--- config.mk ---
export PLATFORM = sky130hd
export DESIGN_NAME = regfile_scoreboard
export DESIGN_NICKNAME = d
export VERILOG_FILES = /design/src/rtl/regfile_scoreboard.sv
export SDC_FILE = /design/constraint.sdc
export NUM_CORES = 2
export LEC_CHECK = 0
export CAP_MARGIN = 15
export CORE_MARGIN = 3
export CORE_UTILIZATION = 35
export CTS_CLUSTER_DIAMETER = 50
export DETAILED_ROUTE_END_ITERATION = 12
export HOLD_SLACK_MARGIN = 0.08
export PLACE_DENSITY = 0.58
export SYNTH_ARGS = -nofsm -noshare
export SYNTH_HDL_FRONTEND = slang
export SYNTH_SLANG_ARGS = --single-unit
--- constraint.sdc ---
create_clock -name clk -period 16.2 [get_ports clk]
set_input_delay 1.62 -clock clk [delete_from_list [all_inputs] [get_ports clk]]
set_output_delay 1.62 -clock clk [all_outputs]
set_load 0.01 [all_outputs]
--- src/rtl/regfile_scoreboard.sv ---
// regfile_scoreboard: register file with a per-register pending-write
// scoreboard. Two combinational read ports plus a debug read port; index
// PC_INDEX has no storage and reads back pc_in. Each storage register carries
// a saturating CNT_W-bit count of issued-but-not-written-back instructions.
// Optional feature: define REGFILE_BYPASS_EN to forward the same-cycle
// writeback data to rd0/rd1 and to retire it from busy0/busy1.
module regfile_scoreboard #(
  parameter int WIDTH    = 32,
  parameter int ADDR_W   = 4,
  parameter int PC_INDEX = (2**ADDR_W) - 1,
  parameter int CNT_W    = 2
) (
  input  logic              clk,
  input  logic              reset,
  input  logic              we,
  input  logic [ADDR_W-1:0] wa,
  input  logic [WIDTH-1:0]  wd,
  input  logic              issue_valid,
  input  logic [ADDR_W-1:0] issue_dst,
  input  logic [ADDR_W-1:0] ra0,
  input  logic [ADDR_W-1:0] ra1,
  input  logic [ADDR_W-1:0] dbg_sel,
  input  logic [WIDTH-1:0]  pc_in,
  output logic [WIDTH-1:0]  rd0,
  output logic [WIDTH-1:0]  rd1,
  output logic [WIDTH-1:0]  dbg_out,
  output logic              busy0,
  output logic              busy1,
  output logic              issue_full,
  output logic              scb_err
);

  localparam int                DEPTH   = 2**ADDR_W;
  localparam logic [ADDR_W-1:0] PC_ADDR = ADDR_W'(PC_INDEX);
  localparam logic [CNT_W-1:0]  CNT_MAX = '1;
  localparam logic [CNT_W-1:0]  CNT_ONE = CNT_W'(1);

  // Flattened views of the per-register state, one element per index.
  logic [WIDTH-1:0] rf_data [DEPTH];
  logic [CNT_W-1:0] rf_cnt  [DEPTH];
  logic [DEPTH-1:0] err_vec;
  logic             issue_ok;

  // Refuse an issue whose destination counter is already saturated.
  always_comb begin
    issue_full = 1'b0;
    if (!reset && issue_valid && (issue_dst != PC_ADDR) && (rf_cnt[issue_dst] == CNT_MAX)) begin
      issue_full = 1'b1;
    end
  end

  assign issue_ok = issue_valid && (issue_dst != PC_ADDR) && !issue_full;

  // One storage slot per index; the PC slot is constant and never counts.
  for (genvar gi = 0; gi < DEPTH; gi++) begin : g_reg
    if (gi == PC_INDEX) begin : g_pc
      assign rf_data[gi] = '0;
      assign rf_cnt[gi]  = '0;
      assign err_vec[gi] = 1'b0;
    end else begin : g_store
      logic [WIDTH-1:0] data_reg;
      logic [CNT_W-1:0] cnt_reg;
      logic [CNT_W-1:0] cnt_next;
      logic             hit_wr;
      logic             hit_iss;
      logic             err_next;

      assign hit_wr  = we && (wa == ADDR_W'(gi));
      assign hit_iss = issue_ok && (issue_dst == ADDR_W'(gi));

      // Issue and writeback to the same slot cancel; a lone writeback to an
      // idle slot is flagged instead of wrapping the counter.
      always_comb begin
        cnt_next = cnt_reg;
        err_next = 1'b0;
        if (hit_iss && !hit_wr) begin
          cnt_next = cnt_reg + CNT_ONE;
        end else if (hit_wr && !hit_iss) begin
          if (cnt_reg != '0) begin
            cnt_next = cnt_reg - CNT_ONE;
          end else begin
            err_next = 1'b1;
          end
        end
      end

      // Data and pending count, both cleared the moment reset rises.
      always_ff @(posedge clk or posedge reset) begin
        if (reset) begin
          data_reg <= '0;
          cnt_reg  <= '0;
        end else begin
          if (hit_wr) begin
            data_reg <= wd;
          end
          cnt_reg <= cnt_next;
        end
      end

      assign rf_data[gi] = data_reg;
      assign rf_cnt[gi]  = cnt_reg;
      assign err_vec[gi] = err_next;
    end
  end

  // Sticky scoreboard error, only cleared by reset.
  always_ff @(posedge clk or posedge reset) begin
    if (reset) begin
      scb_err <= 1'b0;
    end else if (|err_vec) begin
      scb_err <= 1'b1;
    end
  end

  // Read ports share one implementation, indexed by port number.
  logic [ADDR_W-1:0] rp_addr [2];
  logic [WIDTH-1:0]  rp_data [2];
  logic              rp_busy [2];

  assign rp_addr[0] = ra0;
  assign rp_addr[1] = ra1;
  assign rd0        = rp_data[0];
  assign rd1        = rp_data[1];
  assign busy0      = rp_busy[0];
  assign busy1      = rp_busy[1];

  for (genvar gi = 0; gi < 2; gi++) begin : g_port
`ifdef REGFILE_BYPASS_EN
    logic fwd;
    assign fwd = !reset && we && (wa == rp_addr[gi]) && (rp_addr[gi] != PC_ADDR);

    // Forward the in-flight writeback; it also retires one pending write.
    always_comb begin
      rp_data[gi] = rf_data[rp_addr[gi]];
      rp_busy[gi] = (rf_cnt[rp_addr[gi]] > CNT_ONE) ||
                    ((rf_cnt[rp_addr[gi]] == CNT_ONE) && !fwd);
      if (rp_addr[gi] == PC_ADDR) begin
        rp_data[gi] = pc_in;
      end else if (fwd) begin
        rp_data[gi] = wd;
      end
    end
`else
    // Stored value only; busy whenever any write is still outstanding.
    always_comb begin
      rp_data[gi] = rf_data[rp_addr[gi]];
      rp_busy[gi] = (rf_cnt[rp_addr[gi]] != '0);
      if (rp_addr[gi] == PC_ADDR) begin
        rp_data[gi] = pc_in;
      end
    end
`endif
  end

  // Debug port always shows the stored state, never forwarded data.
  always_comb begin
    dbg_out = rf_data[dbg_sel];
    if (dbg_sel == PC_ADDR) begin
      dbg_out = pc_in;
    end
  end

endmodule

==> flow_metrics.tcl <==
set metrics [dict create \
    hold_viol 0 \
    avgViaCountPerCell 6.18 \
    critPathCaptureType "output port" \
    multi_input_area_sq_mm 0.0195 \
    portBuffers 187 \
    ir_drop_uv 69.8 \
    period_share_pct 47.8 \
    worst_pin_slew_ns 1.16 \
    area_growth_pct 14.9 \
    ctsRootBufferMaster "clkbuf_16" \
    die_area_sq_mm 0.0997 \
    swShare_pct 29.9 \
    path_class "in2out" \
    drtIter0Drc 2514 \
    hold_buffers 0 \
    utilization_pct 41.0 \
    cts_tree "built" \
    rows 112 \
    p_sw_w 0.00141 \
    grt_pass1_wl_mm 175 \
    pin_count 188 \
    path_max_fanout 64 \
    stdcell_area_sq_mm 0.0386 \
    die_x_um 316 \
    p_seq_share_pct 38.5 \
    dr.pass1.iters 6 \
    combPwrFrac_pct 27.0 \
    pwr-share-clk_pct 34.5 \
    syn_inst 2736 \
    rsz0062_at_grt "false" \
    grt_usage_pct 23.7 \
    syn-cell-area_sq_mm 0.0336 \
    initial_core_util_pct 35.7 \
    yosys_warnings 0 \
    die_height_um 316 \
    cts_buffers 69 \
    internal_power_w 0.00331 \
    setup_viol 0 \
    drc_errors 0 \
    overflow 0 \
    finalPower_w 0.00473 \
    largest_register_ffs 480 \
    antenna_found_initial 5 \
    post-cts-setup-buffers 0 \
    cellLeakagePower_nw 16.0 \
    clock.fmax_mhz 129 \
    cts.clk_slew.worst_paths_ns 0.06 \
    cap_violations 0 \
    final.setup.tns_ns 0 \
    ys_types 54 \
    nets 2905 \
    syn_area_per_cell_sq_um 12.3 \
    place.gp.congestion 0.830 \
    outcome "finished, final reports clean" \
    worst-endpoint-required_ns 14.58 \
    dpl.hpwl_mm 67.2 \
    relSlewSlack_pct 22.7 \
    synthFlopType "dfrtp_1" \
    min_path_type "reg2reg" \
    async_flop_share_pct 100 \
    fillers 8726 \
    wl_mm 119 \
    core-area_sq_mm 0.0942 \
    power_density_mw_per_mm2 122 \
    critPathLaunchType "input pin" \
    postRouteAntennaNets 0 \
    cts_num_sinks 511 \
    grt_max_degree 113 \
    cts_resized 0 \
    ys_seq_area_share_pct 38.1 \
    h-tree-depth 3 \
    finalMaxSlewViolations 0 \
    fin_crit_ns 7.74 \
    grt_pass1_vias 26200 \
    ys_ff_latch 511 \
    vias 25300 \
    skew_ns 0.0174 \
    wl_per_cell_um 29.0 \
    postPlaceCellArea_sq_mm 0.0361 \
    synthesis.nets 2854 \
    insertion_delay_ns 0.62 \
    worstPathArrival_ns 6.12 \
    synth_edf_count 0 \
    layout-drive-gt1-share_pct 33.2 \
    clock_path_buffers 3 \
    regArea_sq_mm 0.0128 \
]
cell usage after synthesis, types with 23 or more instances:
cell	number	area (sq um)
clkbuf_1	97	364
o2bb2ai_1	52	455
mux4_2	295	6640
dfrtp_1	511	12800
mux4_1	33	867
nand2_1	455	1710
mux2i_1	90	901
o21ai_0	60	300
buf_4	23	173
a211oi_1	53	398
mux2_2	438	4930
ha_1	30	375
nor2b_1	91	569
nor2_1	91	342
buf_2	105	526
o21a_1	34	255
o22ai_1	52	325
o22a_1	32	280
routing by layer:
| layer | up-vias | GRT usage (%) | share of wire [%] |
|---|---|---|---|
| li1 | 10500 | - | - |
| met1 | 13200 | 30.8 | 40 |
| met2 | 1333 | 39.0 | 48 |
| met3 | 318 | 4.65 | 8.5 |
| met4 | 4 | 9.98 | 4.1 |
| met5 | - | 0 | 0.021 |
area by class of cell:
type                       count  share of cell area, %
timing repair buffer         239                   5.84
tap                         1254                   4.06
multi-input combinational   1946                   50.4
sequential                   511                   33.1
inverter                      20                  0.214
clock inverter                35                   1.26
antenna                        3                 0.0194
clock buffer                  91                   5.08
final timing paths:
check	start	end	slack, ns	depth (start not counted)
max	ra1[0]	rd1[2]	8.46	9
min in group asynchronous	reset	scb_err	1.66	2
min reg2reg	g_reg[2].g_store.data_reg[24]	g_reg[2].g_store.data_reg[24]	0.51	2
max reg2reg	g_reg[1].g_store.cnt_reg[0]	scb_err	12.58	9
min	g_reg[2].g_store.data_reg[24]	g_reg[2].g_store.data_reg[24]	0.51	2
max in group asynchronous	reset	g_reg[9].g_store.data_reg[15]	12.03	4
metrics by stage:
step | worst slack (ns) | hold WS, ns | instances
6_report | 8.46 | 0.515 | 4099
4_1_cts | 8.48 | 0.517 | 4096
2_1_floorplan | 0.309 | 0.468 | 2736
3_3_place_gp | 8.56 | 0.489 | 3970
3_5_place_dp | 8.48 | 0.503 | 3970
5_1_grt | 8.30 | 0.540 | 4097
layout by cell type (no fill, tap or decap), drive strengths merged, types with 12 or more instances in the layout:
cell type      netlist  routed
a211oi              53      53
a21oi               12      12
and4                16      16
buf                162      61
clkbuf              97      94
clkdlybuf4s50        0     175
clkinv               0      12
dfrtp              511     511
ha                  30      30
inv                 20      29
mux2               438     438
mux2i               90      90
mux4               328     328
nand2              456     456
nand4               19      19
nor2                91      91
nor2b               91      91
nor3b               21      21
o21a                34      34
o21ai               60      60
o22a                32      32
o22ai               53      53
o2bb2ai             52      52
worst max-delay path, stage by stage:
cell	delay, ns
clkbuf_8	0.60
buf_4	0.69
buf_4	0.74
nand4_1	0.24
nand2_1	0.62
buf_4	0.40
o22ai_1	0.13
nor2_1	0.30
clkdlybuf4s50_1	0.62
kinds of logic (layout without fill, tap and decap cells):
family	count (synthesis)	count (layout)	share of synthesized area [%]
adders and majority gates	30	30	1.12
and+or+nand+nor	740	740	9.99
muxes	856	856	39.7
other	0	3	0
buffers and inverters	279	385	4.27
AOI/OAI and AO/OA	320	320	6.81
DFF	511	511	38.1
power by group through the flow:
stage	registers, W	clock network, W	logic, W
floorplan	0.00174	0	0.000923
global placement	0.00180	0	0.00125
detailed placement	0.00183	0	0.00127
CTS	0.00181	0.00166	0.00128
global route	0.00186	0.00172	0.00136
finish	0.00182	0.00163	0.00128
(Power assumes the default switching activity.)
==> variant 1, RTL diff (same flow settings) <==
Add a define of `REGFILE_BYPASS_EN`.
--- a/src/rtl/regfile_scoreboard.sv
+++ b/src/rtl/regfile_scoreboard.sv
@@ -4,6 +4,8 @@
 // a saturating CNT_W-bit count of issued-but-not-written-back instructions.
 // Optional feature: define REGFILE_BYPASS_EN to forward the same-cycle
 // writeback data to rd0/rd1 and to retire it from busy0/busy1.
+`define REGFILE_BYPASS_EN
+
 module regfile_scoreboard #(
   parameter int WIDTH    = 32,
   parameter int ADDR_W   = 4,
Function: changed (a bounded check fails within 4 cycles, from zero or initial values and one cycle with reset high).
==> variant 1 against the unedited design <==
Final cell count rose by 0.73%; total power increased by 4.3%; sequential cell count unchanged; routed wire length is 4.9% higher; setup slack gained 0.19 ns; synthesized cell count is 0.69% higher; count of clock-buffer cells in the layout decreased by 5; global-route usage rose by 0.99 points; maximum frequency up 2.5%; sequential power up 2%; critical path depth is the same; core utilization up 0.66 points; cell area rose by 1.6%; synthesized area about the same; largest power group unchanged.
==> variant 1: results <==
[cts]
insertion_delay_ns = 0.64
clockRootBuffer = "clkbuf_16"
htree_levels = 3
cts_buffers = 76

[final_layout]
num-fill-cells = 8700
fin_nets = 2930
drive_above_1_share = 0.359
largest_register_ffs = 480

[status]
outcome = "finished, final reports clean"

[power_and_ir_drop]
intPower_mw = 3.37
ir_worst_vdd_uv = 82.3
leakagePower_nw = 15.8

[logic_synthesis]
yosys-top-cells-area = "dfrtp_1 38%, mux4_2 19%, mux2_2 17%"
yosysWarningCount = 0
yosys-mux-area-fraction = 0.403
synthTopCellsByCount = "511 x dfrtp_1, 501 x mux2_2, 280 x mux4_2"
ys_seq_area_frac = 0.381
synth_compound_area_frac = 0.0959
postSynthAreaPerCell_um2 = 12.2
synth_xor_area_frac = 0.00156
synth_fa_ha_area_frac = 0.0112
yosysUniqueCellTypes = 57

[placed_design]
place.gp.congestion = 0.847
port_buffers = 187
place_area_um2 = 36500
placedCellCount = 3986
dpl.hpwl_um = 76000
pre_cts_ws_ns = 8.85

[sta]
slew-limit-headroom = 0.224
whs_ns = 0.529
skew_ns = 0.00410

[setup_path]
r2r_cells = 10
critical-path-slowest-cell = "a221oi_1"
critical_path.max_stage_delay_ns = 0.95
crit_arrival_ns = 5.93
ff2ff_setup_slack_ns = 12.97
path_max_fanout = 45
r2r-start = "g_reg[8].g_store.cnt_reg[0]"
cp-startpoint = "ra0[2]"
crit_family = "compound AO/OA/AOI/OAI gates"

[global_route]
grt_max_degree = 88
grt_antenna_before_repair = 2
grt_pass1_wl_um = 184000
track_usage = 0.247
grt_pass1_vias = 27109

[route]
wl_per_cell_um = 30.2
vias = 26400
drt_iter0_drc = 3112
wl_um = 125000
detail_route.first_pass.iterations = 6

[min_path]
min_from = "g_reg[9].g_store.data_reg[23]"
hold_class = "flip-flop to flip-flop"
min_to = "g_reg[9].g_store.data_reg[23]"
[variant 1: power by group through the flow]
stage / clock network (mW) / registers, mW / logic [mW]
floorplan: 0 / 1.77 / 0.935
detailed placement: 0 / 1.87 / 1.32
CTS: 1.77 / 1.85 / 1.32
global placement: 0 / 1.83 / 1.28
finish: 1.74 / 1.86 / 1.32
global route: 1.82 / 1.90 / 1.41
[variant 1: layout make-up]
type / instances / area (um^2) / area share
Timing Repair Buffer: 249 / 2360 / 0.0603
Clock inverter: 54 / 687 / 0.0175
Multi-Input combinational cell: 1942 / 19700 / 0.502
Antenna cell: 1 / 2.50 / 0.0000638
Tap cell: 1254 / 1570 / 0.0400
Clock buffer: 86 / 2000 / 0.0510
Inverter: 32 / 128 / 0.00325
Sequential cell: 511 / 12800 / 0.326
[variant 1: how the worst max path moves through the flow]
stage / cells after the start / slack [ns] / to
finish: 9 / 8.65 / rd0[20]
floorplan: 1 / 0.29 / g_reg[0].g_store.cnt_reg[0]
CTS: 8 / 8.83 / rd0[20]
detailed placement: 8 / 8.85 / rd0[20]
global route: 8 / 8.54 / rd0[20]
global placement: 8 / 8.81 / rd0[20]
[variant 1: cells by family (layout without fill, tap and decap cells)]
logic type / Yosys count / after routing
AO/OA/AOI/OAI: 461 / 461
XOR/XNOR: 6 / 6
adder cells (fa/ha/maj): 30 / 30
buffers and inverters: 302 / 421
flip-flops: 511 / 511
multiplexers: 939 / 939
other: 0 / 1
AND/OR/NAND/NOR: 506 / 506
[variant 1: metal layers]
metal / global-route usage / wire length (um) / up-vias / part of all wire
li1: - / - / 10811 / -
met1: 0.338 / 51100 / 13801 / 0.41
met2: 0.379 / 56200 / 1491 / 0.45
met3: 0.0605 / 12400 / 297 / 0.10
met4: 0.0989 / 5110 / 0 / 0.041
met5: 0 / 0 / - / 0
==> variant 2, RTL diff (config.mk and constraints unchanged) <==
Without the edit above. Put a register stage on the output `dbg_out`, with the module's reset. The value now appears one clock later. The other outputs are not delayed to match.
--- a/src/rtl/regfile_scoreboard.sv
+++ b/src/rtl/regfile_scoreboard.sv
@@ -34,6 +34,8 @@
   localparam logic [ADDR_W-1:0] PC_ADDR = ADDR_W'(PC_INDEX);
   localparam logic [CNT_W-1:0]  CNT_MAX = '1;
   localparam logic [CNT_W-1:0]  CNT_ONE = CNT_W'(1);
+
+  logic [WIDTH-1:0] dbg_d;
 
   // Flattened views of the per-register state, one element per index.
   logic [WIDTH-1:0] rf_data [DEPTH];
@@ -154,9 +156,17 @@
 
   // Debug port always shows the stored state, never forwarded data.
   always_comb begin
-    dbg_out = rf_data[dbg_sel];
+    dbg_d = rf_data[dbg_sel];
     if (dbg_sel == PC_ADDR) begin
-      dbg_out = pc_in;
+      dbg_d = pc_in;
+    end
+  end
+
+  always_ff @(posedge clk or posedge reset) begin
+    if (reset) begin
+      dbg_out <= '0;
+    end else begin
+      dbg_out <= dbg_d;
     end
   end
 
Behaviour: not the same (Yosys sat finds a counterexample within 4 cycles, from zero or initial values and one cycle with reset high).
==> variant 2 against the unedited design <==
Synthesized area is 1.6% higher; non-clock buffer count is 9 higher; core utilization is 0.57 points higher; sequential share of layout area is 0.98 points higher; combinational power hardly changed; cell area is 3.2% higher; routed wire length is 1.8% higher; register-to-register slack better by 0.55 ns; highest routed layer unchanged; total power is 8.6% higher; sequential cell count is 32 higher; setup slack better by 0.77 ns; maximum frequency is 11% higher; critical path type unchanged; die area is 1.6% higher.
==> variant 2: results <==
[status]
outcome = "finished, final reports clean"

[route]
wl_per_cell_um = 29.3
detail_route.first_pass.iterations = 5
vias_per_cell = 6.14
drt_iter0_drc = 2411

[setup_path]
path_max_fanout = 46
crit_arrival_ns = 5.34
critical_path.max_stage_delay_ns = 0.80

[sta]
slew-limit-headroom = 0.303
skew_ns = 0.0280

[global_route]
grt_antenna_before_repair = 7
grt_max_degree = 81
grt_pass1_wl_um = 180000
grt_pass1_vias = 26722
track_usage = 0.236

[final_layout]
num-fill-cells = 8820
largest_register_ffs = 480
fin_nets = 2919
fin_cells = 4136
drive_above_1_share = 0.357

[logic_synthesis]
synthTopCellsByCount = "543 x dfrtp_1, 440 x mux2_2, 435 x nand2_1"
synthCells = 2720
synth_nets = 2838
yosysUniqueCellTypes = 51

[placed_design]
dpl.hpwl_um = 68900
place_area_um2 = 36800
pre_cts_ws_ns = 9.25
place.gp.congestion = 0.823

[cts]
cts_buffers = 86

[power_and_ir_drop]
leakagePower_nw = 16.4
ir_worst_vdd_uv = 99.0
[variant 2: worst paths after layout]
path	slack, ns	depth (start not counted)	from	endpoint
setup / recovery	9.24	8	ra1[0]	rd1[1]
hold / removal	0.52	2	g_reg[2].g_store.data_reg[26]	g_reg[2].g_store.data_reg[26]
setup reg to reg	13.13	8	g_reg[3].g_store.cnt_reg[1]	scb_err
hold reg to reg	0.52	2	g_reg[2].g_store.data_reg[26]	g_reg[2].g_store.data_reg[26]
max in group asynchronous	11.55	5	reset	dbg_out[15]
min in group asynchronous	1.60	2	reset	g_reg[14].g_store.data_reg[0]
[variant 2: layer usage]
layer  track usage  up-vias  share of wire
li1              -    10449              -
met1         0.314    13373           0.41
met2         0.380     1259           0.47
met3        0.0467      299          0.078
met4        0.0922        8          0.042
met5             0        -        0.00045
[variant 2: kinds of logic (layout without fill, tap and decap cells)]
kind of cell	count (synthesis)	after routing	synth area share
muxes	851	851	0.391
DFF	543	543	0.398
and+or+nand+nor	703	703	0.0925
adders and majority gates	30	30	0.0110
other	0	3	0
AOI/OAI and AO/OA	314	314	0.0672
buffers and inverters	279	427	0.0404
[variant 2: cell type report]
| cell class | instances | area [um^2] | area share |
|---|---|---|---|
| clock buffer | 110 | 2400 | 0.0601 |
| sequential | 543 | 13600 | 0.341 |
| multi-input combinational | 1898 | 19200 | 0.483 |
| antenna | 3 | 7.51 | 0.000188 |
| timing repair buffer | 248 | 2330 | 0.0584 |
| tap | 1265 | 1580 | 0.0397 |
| inverter | 24 | 93.8 | 0.00236 |
| clock inverter | 45 | 599 | 0.0150 |
[variant 2: power breakdown]
group	switching [mW]	leakage, nW	internal, mW
registers	0.276	6.76	1.65
clock network	0.715	1.44	1.22
logic	0.509	8.20	0.767
total	1.50	16.4	3.63
